`src/rtl/sound_effect_sequencer.sv`:
```
// sound_effect_sequencer: plays one of four fixed multi-note square-wave effects on a Trigger rising edge.
module sound_effect_sequencer #(
  parameter int unsigned TICK_DIV = 25000
) (
  input  logic       clk25,
  input  logic       Reset,
  input  logic       Trigger,
  input  logic [1:0] Choice,
  output logic       Speaker,
  output logic       Busy,
  output logic [1:0] NoteIdx
);
  typedef enum logic {IDLE, PLAY} state_t;
  state_t      r_state;
  logic        r_trig_d;
  logic [1:0]  r_eff;
  logic [1:0]  r_idx;
  logic        r_spk;
  logic [15:0] r_hp;
  logic [15:0] r_tick;
  logic [7:0]  r_dur;
  logic        w_edge;
  logic [15:0] w_hp;
  logic        w_last;
  logic        w_wrap;
  logic        w_expire;
  logic        w_toggle;
  function automatic logic [15:0] hp_of(input logic [1:0] e, input logic [1:0] i);
    return e[1] ? (e[0] ? (i == 2'd0 ? 16'd28409 : i == 2'd1 ? 16'd37879 : 16'd56818)
                        : (i == 2'd0 ? 16'd9470 : 16'd7102))
                : (e[0] ? 16'd14205 : 16'd12500);
  endfunction
  function automatic logic [7:0] dur_of(input logic [1:0] e, input logic [1:0] i);
    return e[1] ? (e[0] ? (i == 2'd2 ? 8'd200 : 8'd100) : 8'd60) : 8'd40;
  endfunction
  always_comb begin
    w_edge   = Trigger & ~r_trig_d;
    w_hp     = hp_of(r_eff, r_idx);
    w_last   = r_idx == (r_eff[1] ? (r_eff[0] ? 2'd2 : 2'd1) : 2'd0);
    w_wrap   = r_tick == 16'(TICK_DIV - 1);
    w_expire = w_wrap && r_dur == 8'd1;
    w_toggle = r_hp == w_hp - 16'd1;
  end
  always_ff @(posedge clk25) begin
    if (Reset) begin
      r_state  <= IDLE;
      r_trig_d <= 1'b0;
      r_eff    <= 2'd0;
      r_idx    <= 2'd0;
      r_spk    <= 1'b0;
      r_hp     <= 16'd0;
      r_tick   <= 16'd0;
      r_dur    <= 8'd0;
    end else begin
      r_trig_d <= Trigger;
      if (w_edge) begin
        r_state <= PLAY;
        r_eff   <= Choice;
        r_idx   <= 2'd0;
        r_spk   <= 1'b0;
        r_hp    <= 16'd0;
        r_tick  <= 16'd0;
        r_dur   <= dur_of(Choice, 2'd0);
      end else if (r_state == PLAY) begin
        if (w_expire) begin
          r_spk  <= 1'b0;
          r_hp   <= 16'd0;
          r_tick <= 16'd0;
          r_state <= w_last ? IDLE : PLAY;
          r_idx  <= w_last ? 2'd0 : r_idx + 2'd1;
          r_dur  <= w_last ? 8'd0 : dur_of(r_eff, r_idx + 2'd1);
        end else begin
          r_hp   <= w_toggle ? 16'd0 : r_hp + 16'd1;
          r_spk  <= w_toggle ? ~r_spk : r_spk;
          r_tick <= w_wrap ? 16'd0 : r_tick + 16'd1;
          r_dur  <= w_wrap ? r_dur - 8'd1 : r_dur;
        end
      end
    end
  end
  assign Speaker = r_spk;
  assign Busy    = r_state == PLAY;
  assign NoteIdx = r_idx;
endmodule

```
`config.mk`:
```
export PLATFORM = sky130hd
export DESIGN_NAME = sound_effect_sequencer
export DESIGN_NICKNAME = d
export VERILOG_FILES = /design/src/rtl/sound_effect_sequencer.sv
export SDC_FILE = /design/constraint.sdc
export NUM_CORES = 1
export LEC_CHECK = 0
export CAP_MARGIN = 5
export CORE_UTILIZATION = 40
export DETAILED_ROUTE_END_ITERATION = 10
export HOLD_SLACK_MARGIN = 0.08
export PLACE_DENSITY = 0.67
export SYNTH_ARGS = -nofsm -noshare
export SYNTH_HDL_FRONTEND = slang
export SYNTH_SLANG_ARGS = --single-unit
```
`constraint.sdc`:
```
create_clock -name clk25 -period 3.05 [get_ports clk25]
set_clock_uncertainty 0.2 [all_clocks]
set_input_delay 0.61 -clock clk25 [delete_from_list [all_inputs] [get_ports clk25]]
set_output_delay 0.61 -clock clk25 [all_outputs]
set_load 0.01 [all_outputs]
```
==> impl_metrics.csv <==
group,metric,value,unit
run_status,outcome,"complete, no violations",
sta,setup_violations,0,
sta,finalMaxSlewViolations,0,
floorplan,die_w,87.79,microns
sta,fin_crit_sh,90.55,%
worst_setup_path,crit_arrival,2.75,ns
placed_design,port_buffers,8,
cells_and_area,drive_above_1_share,7.692,%
yosys,seq_area_frac_synth,31.96,%
worst_setup_path,slowest_delay,0.43,ns
worst_setup_path,cpMaxStageDelayCell,"dfxtp_1",
worst_setup_path,ff2ff_setup_slack,0.29,ns
power,intPower,0.8377,mW
cells_and_area,syn2layout_area_growth,8.457,%
routing,drt_first_iter_violations,184,
yosys,synth_cells,373,
placed_design,place.gp.congestion,0.9065,
routing,routed_via_density,5.465,
floorplan,initial_core_util,42.40,%
power,p_leak,1.012,nW
yosys,netlist_top_cells_count,"nand2_1 (49), dfxtp_1 (47), nor2_1 (46)",
power,clkPwrFrac,33.7,%
cells_and_area,antenna-diode-count,0,
flow_run,maxCapViolations,0,
yosys,synth_area_leader_cell,"dfxtp_1",
sta,hold_viol_final,0,
cells_and_area,fin_area,3193,sq um
clock_tree,clk_latency,0.31,ns
yosys,synth_fp_nets,385,
sta,fmax,362.1,MHz
power,power_density,358.5,nW/um^2
sta,max_slew_margin,47.77,%
floorplan,die_h,87.79,microns
power,combPwrFrac,10.1,%
floorplan,dieArea,7707,sq um
global_route,antenna_found_initial,0,
power,p_total,1.145,mW
routing,wire_per_inst,13.63,microns
yosys,yosys_warnings,0,
worst_setup_path,critPathKind,"reg2reg",
power,p_sw_share,26.82,%
yosys,synthFlopType,"dfxtp_1",
floorplan,ioPinCount,9,
worst_setup_path,crit_required,3.04,ns
cells_and_area,fin_nets,388,
power,p_switching,0.3070,mW
routing,drt-total-wl,6.445,mm
yosys,ys_top_cells_by_area,"dfxtp_1 (32%), nand2_1 (6.2%), nor2_1 (5.9%)",
global_route,grt_pass1_wl,10.42,mm
clock_tree,htree_levels,2,
sta,holdWs,0.3053,ns
yosys,yosysMostFrequentCell,"nand2_1",
yosys,synth.cell_area,2944,sq um
clock_tree,clock_path_buffers,2,
clock_tree,clock_sinks,47,
yosys,async_flop_share,0,%
clock_tree,post-cts-setup-buffers,0,
power,max-vdd-ir-drop,0.1977,mV
routing,vias,2585,
clock_tree,cts_tree,"built",
worst_setup_path,worstPathMaxFanout,9,
yosys,synth_top_area_share,31.96,%
clock_tree,clkSlewWorstSetupHoldPaths,0.10,ns
sta,tns,0,ns
sta,rsz0062_at_grt,"false",
floorplan,fp-row-count,30,
global_route,grt.total_usage,17.06,%
global_route,grt_pass1_vias,2191,
routing,dr.pass1.iters,4,
clock_tree,cts_hold_buf,0,
yosys,synth_edf_count,0,
global_route,grt_max_degree,26,
clock_tree,numCtsBuffers,5,
worst_setup_path,end_kind,"flip-flop",
placed_design,dp_hpwl,4.614,mm
routing,remaining_drc_errors,0,
yosys,synth_cell_types,67,
floorplan,core,6944,sq um
yosys,synth_seq_cells,47,
sta,period_minus_slack,2.762,ns
global_route,grt.overflow.total,0,
clock_tree,cts_resized,0,
hold_path,hp-class,"reg2reg",
routing,ant_nets,0,
worst_setup_path,startpoint_type,"flip-flop",
yosys,avgSynthCellArea,7.893,sq um
power,p_seq_share,56.2,%
worst_setup_path,critPathBufInv,1,
worst_setup_path,cpLargestDelayFamily,"simple AND/OR/NAND/NOR gates",
clock_tree,cts-root-buf,"clkbuf_8",
placed_design,dpl_cell_area,3104,sq um
worst_setup_path,cp_cell_sequence,"inv_1, ha_1, nand2b_2, or3_1, o211a_1, nor3_2, a31oi_4, o21ai_4, nor2_1",
sta,worstMarginPinSlew,0.7823,ns
==> path summary, 6_finish.rpt <==
path / from / cells past startpoint / to
setup / recovery: NoteIdx[0] / 9 / r_hp[9]
hold / removal: r_dur[6] / 2 / r_dur[6]
setup reg to reg: NoteIdx[0] / 9 / r_hp[9]
hold reg to reg: r_dur[6] / 2 / r_dur[6]
==> power by group through the flow <==
stage                     clock [mW]  combinational, mW  sequential, mW
final                          0.386              0.115           0.644
after global placement             0              0.113           0.657
after CTS                      0.396              0.115           0.643
after detailed placement           0              0.115           0.658
after global routing           0.419              0.126           0.646
after floorplan                    0             0.0923           0.647
==> worst min-delay path: stages, from the launching register on <==
cell and delay, ns:
dfxtp_1 0.34, nand3_1 0.07, a21oi_1 0.06
==> sequential cells by signal (all words and copies together) (netlist names) <==
register  count
r_hp         16
r_tick       16
r_dur         8
NoteIdx       2
r_eff         2
Busy          1
Speaker       1
r_trig_d      1
==> through the flow <==
stage / utilization (%) / setup WS, ns / std cells
floorplan: - / 0.5063 / 373
global placement: 44.70 / 0.4293 / 465
detailed placement: 44.70 / 0.3433 / 465
CTS: 45.98 / 0.3031 / 473
global route: 45.98 / 0.09897 / 473
finish: 45.98 / 0.2882 / 473
==> per-layer routing <==
layer  global-route usage, %  part of all wire (%)  vias to the layer above
met5                       0                     0                        -
met4                   4.024                  0.95                        0
met3                   3.110                   3.4                        6
met2                   27.41                    46                       46
met1                   23.64                    50                     1211
li1                        -                     -                     1322
==> final cells by class <==
class,instances,area (sq um)
Sequential cell,47,940.9
Inverter,11,41.29
Tap cell,96,120.1
Fill cell,667,3751
Clock inverter,2,16.27
Timing Repair Buffer,16,140.1
Multi-Input combinational cell,295,1862
Clock buffer,6,72.57
==> cell usage in the layout, fill, tap and decap left out, types with 3 or more instances in the layout <==
cell type	synthesis	routed
a21oi_1	18	18
a31oi_1	6	6
and2_1	4	4
and3_1	4	4
buf_4	2	8
clkbuf_8	0	5
clkdlybuf4s50_1	0	8
dfxtp_1	47	47
ha_1	7	7
inv_1	11	11
mux2i_1	3	3
nand2_1	49	49
nand2b_1	7	7
nand3_1	14	14
nand3b_1	4	4
nand4_1	13	13
nand4b_1	4	4
nor2_1	46	46
nor2b_1	7	7
nor3_1	7	7
o211ai_1	4	4
o21ai_0	12	12
o22ai_1	3	3
or3_1	7	7
xnor2_1	13	13
xor2_1	14	14
==> kinds of logic (layout without fill, tap and decap cells) <==
family	count (synthesis)	count (layout)	share of synthesized area (%)
fa+ha+maj	7	7	2.975
mux	3	3	1.020
compound gates	76	76	19.21
flops	47	47	31.96
xor+xnor	27	27	8.032
simple gates	182	182	32.00
buf+inv	31	35	4.802
No activity file was read; power rests on OpenSTA's default activity.
==> patch 1, RTL diff (same flow settings) <==
Put one more register stage on the output `NoteIdx`, with the module's reset. The value now appears one clock later. The other outputs are not delayed to match.
--- a/src/rtl/sound_effect_sequencer.sv
+++ b/src/rtl/sound_effect_sequencer.sv
@@ -82,3 +82,9 @@
   assign Busy    = r_state == PLAY;
-  assign NoteIdx = r_idx;
+  always_ff @(posedge clk25) begin
+    if (Reset) begin
+      NoteIdx <= '0;
+    end else begin
+      NoteIdx <= r_idx;
+    end
+  end
 endmodule
Function: no difference found for any inputs over 10 cycles, from zero or initial values and one cycle with Reset high; that may be too few to reach the edited logic, so the function may still have changed.
==> patch 1 against the original RTL <==
Synthesized area shrank 2.8%. Power grew 0.25%. Critical path type unchanged. Final cell count shrank 2.3%. Setup slack lost 0.024 ns. Largest power group unchanged. Fmax shrank 0.85%. Sequential cell count grew 2. Wire length shrank 2.0%. First-iteration DRC count shrank 14%. Non-clock buffer count grew 7. Final area shrank 0.31%. Utilization grew 0.36 points. Sequential power grew 3%. Combinational power shrank 13%.
==> patch 1: results (changes against the original RTL) <==
Final #Nets 377 (-2.8%); dpl cells 452 (-2.8%); met2 Usage GRT 0.285 (+0.0109); GRT Total Usage 0.179 (+0.00875); WHS 0.300 ns (-0.00514 ns); Arr. time, crit path 2.76 ns (about the same); GPL Wtd Cong 0.868 (-4.3%); Gates resized, CTS repair 0 (unchanged); met1 Usage GRT 0.242 (+0.00568); Distinct cells, synth 58 (-13%); Pleak 1.00 nW (-1.1%); Clock Power Share 0.334 (-0.003); r2r setup slk 0.26 ns (-0.02 ns); filler cell count 698 (+4.6%); synthesized netlist cell count 355 (-4.8%); Worst Hold Launch r_dur[7]; Comb. pwr 0.0998 mW (-13%); Iter 0 DRT Violations 159 (-14%); vias in the first global route 2295 (+4.7%); WL met3 217 um (-0.46%); first-pass GRT wire length 10.7 mm (+2.9%); P_int 0.851 mW (+1.6%); largest net degree at the start of global routing 18 (-31%); CP Max Fanout 13 (+4); WL final 6.32 mm (-2.0%); Synth async-reset ratio 0 (unchanged); fraction of layout cells with a size suffix above 1 0.0902 (+0.0132); Slew headroom 0.657 (+0.179); Max stage delay cell, worst path or4_1; slowest stage delay, CP 0.63 ns (+0.20 ns); Synth area leaders dfxtp_1 (34%), nor2_1 (5.5%), xor2_1 (4.9%); via count 2533 (-2.0%); reg2reg start r_idx[0]; maximum VDD drop 0.136 mV (-31%); Detailed Place HPWL 4.61 mm (-0.19%); net count after synthesis 367 (-4.7%); DR WL/cell 13.7 um (+0.35%); worst flop-to-flop path endpoint r_hp[13]; status finished clean; switch share 0.258 (-0.00979); post-synthesis sequential area ratio 0.343 (+0.0232)
[patch 1: cell types whose count changed after synthesis, sizes merged, moves of 5 or more]
cell / unedited run / this run
a211oi: 2 / 12
buf: 11 / 5
clkbuf: 9 / 15
inv: 11 / 16
nand2: 50 / 28
[patch 1: how the worst max path moves through the flow]
stage / startpoint / endpoint / slack, ns / depth (start not counted)
after floorplan: r_idx[1] / r_hp[10] / 0.40 / 9
after global placement: r_idx[0] / r_hp[9] / 0.13 / 8
after detailed placement: r_idx[0] / r_hp[13] / 0.02 / 8
after CTS: r_idx[0] / r_hp[13] / 0.17 / 9
after global routing: r_idx[1] / r_hp[13] / 0.08 / 9
final: r_idx[0] / r_hp[13] / 0.26 / 9
[patch 1: cells by family (layout without fill, tap and decap cells)]
group / after synthesis / in the layout / share of synthesized area
simple gates: 148 / 148 / 0.273
fa+ha+maj: 7 / 7 / 0.0306
mux: 3 / 3 / 0.0105
xor+xnor: 29 / 29 / 0.0888
flops: 49 / 49 / 0.343
compound gates: 83 / 83 / 0.201
buf+inv: 36 / 47 / 0.0533
[patch 1: through the flow]
stage | instance area [um2] | setup WS, ns
floorplan | 2860 | 0.405
global placement | 3070 | 0.135
detailed placement | 3070 | 0.0181
CTS | 3180 | 0.169
global route | 3180 | 0.0782
finish | 3180 | 0.264
[patch 1: final cells by class]
class | instances | area share
Tap cell | 96 | 0.0377
Multi-Input combinational cell | 270 | 0.544
Timing Repair Buffer | 23 | 0.0645
Inverter | 16 | 0.0189
Clock buffer | 5 | 0.0216
Sequential cell | 49 | 0.308
Clock inverter | 3 | 0.00550
[patch 1: critical path: cells and delay by family (launching register included)]
family	cells	cell delay (ns)
flops	1	0.45
xor+xnor	1	0.17
compound gates	3	0.41
buf+inv	2	0.29
simple gates	2	0.85
fa+ha+maj	1	0.28
==> patch 2, RTL diff (config.mk and constraints unchanged) <==
Made on the original files. Set the parameter `TICK_DIV` to 18750 (it was 25000).
--- a/src/rtl/sound_effect_sequencer.sv
+++ b/src/rtl/sound_effect_sequencer.sv
@@ -2,3 +2,3 @@
 module sound_effect_sequencer #(
-  parameter int unsigned TICK_DIV = 25000
+  parameter int unsigned TICK_DIV = 18750
 ) (
Function: same outputs for any inputs over 10 cycles, from zero or initial values and one cycle with Reset high; that may be too few to reach the edited logic, so the function may still have changed.
==> patch 2 against the original RTL <==
Combinational power shrank 3%. Final area decreased by 1.9%. Sequential cell count unchanged. Synthesized area is 4.6% lower. Utilization grew 0.13 points. Wire length is 2.8% lower. First-iteration DRC count is 28% lower. Sequential share of layout area increased by 0.56 points. Highest routed layer unchanged. Synthesized cell count down 5.6%. Power is 14% higher. Count of clock-buffer cells in the layout fell by 1. Setup slack lost 0.086 ns. Clock power rose by 43%.
==> patch 2: results (changes against the original RTL) <==
status finished clean; Worst Hold Launch r_hp[1]; Pleak 1.08 nW (+6.6%); DRT met1 WL 3.06 mm (-4.6%); Seq group 0.639 mW (-0.8%); DR WL/cell 13.6 um (+0.17%); largest net degree at the start of global routing 17 (-35%); WL met3 204 um (-6.4%); P_int 0.996 mW (+19%); synthesized netlist cell count 352 (-5.6%); dpl cells 451 (-3.0%); first-pass GRT wire length 10.4 mm (about the same); WHS 0.327 ns (+0.0213 ns); vias in the first global route 2261 (+3.2%); Iter 0 DRT Violations 132 (-28%); worst flop-to-flop path endpoint r_hp[15]; Detailed Place HPWL 4.56 mm (-1.3%); worst hold endpoint r_hp[1]; Synth area leaders dfxtp_1 (34%), nor2_1 (6.1%), nand2_1 (4.5%); Arr. time, crit path 2.84 ns (+0.09 ns); Area after DPL 3000 um2 (-3.5%); Distinct cells, synth 60 (-10%); filler cell count 695 (+4.2%); maximum VDD drop 0.266 mV (+35%); Final #Nets 375 (-3.4%); worst slack at placement 0.296 ns (-0.0470 ns); WL met2 2.92 mm (-1.2%); WL final 6.27 mm (-2.8%); reg2reg start NoteIdx[1]; net count after synthesis 365 (-5.2%); total power 1.30 mW (+14%); post-synthesis sequential area ratio 0.335 (+0.0155); CTS buffer count 5 (unchanged); fraction of layout cells with a size suffix above 1 0.0771 (+0.000212); r2r setup slk 0.20 ns (-0.09 ns)
-- patch 2: cell types whose count changed after synthesis, sizes merged, moves of 4 or more --
| cell | before | now |
|---|---|---|
| o31ai | 0 | 4 |
| clkbuf | 9 | 5 |
| nand2 | 50 | 34 |
| and3 | 4 | 9 |
| nand4 | 13 | 6 |
| nand3 | 14 | 18 |
| or3 | 7 | 1 |
-- patch 2: kinds of logic after synthesis --
| family | Yosys count | synth area share |
|---|---|---|
| AO/OA/AOI/OAI | 78 | 0.185 |
| XOR/XNOR | 26 | 0.0811 |
| flip-flops | 47 | 0.335 |
| buffers and inverters | 28 | 0.0455 |
| AND/OR/NAND/NOR | 163 | 0.310 |
| multiplexers | 2 | 0.00713 |
| adder cells (fa/ha/maj) | 8 | 0.0357 |
-- patch 2: worst max path at each step --
stage                to  slack, ns  cells after the start
2_1_floorplan   r_hp[3]       0.58                      9
6_report       r_hp[15]       0.20                      9
4_1_cts        r_hp[14]       0.26                      9
3_5_place_dp   r_hp[14]       0.30                      9
5_1_grt        r_hp[15]      0.006                      8
3_3_place_gp   r_hp[13]       0.30                      9
-- patch 2: layer usage --
layer  track usage  up-vias
li1              -     1279
met1         0.229     1173
met2         0.302       43
met3        0.0356        7
met4        0.0439        0
met5             0        -
-- patch 2: worst max-delay path, stage by stage (launching register included) --
cell      delay, ns
dfxtp_1        0.52
inv_1          0.14
ha_1           0.32
nand2b_4       0.21
o22ai_1        0.16
xor2_1         0.12
nor4_1         0.40
a31oi_2        0.27
o21ai_4        0.32
nor2_1         0.09
-- patch 2: final cells by class --
class	count	area, um2	area share
Tap cell	96	120	0.0383
Timing Repair Buffer	16	140	0.0447
Multi-Input combinational cell	277	1740	0.555
Sequential cell	47	941	0.300
Clock inverter	3	67.6	0.0216
Inverter	15	56.3	0.0180
Clock buffer	5	68.8	0.0220
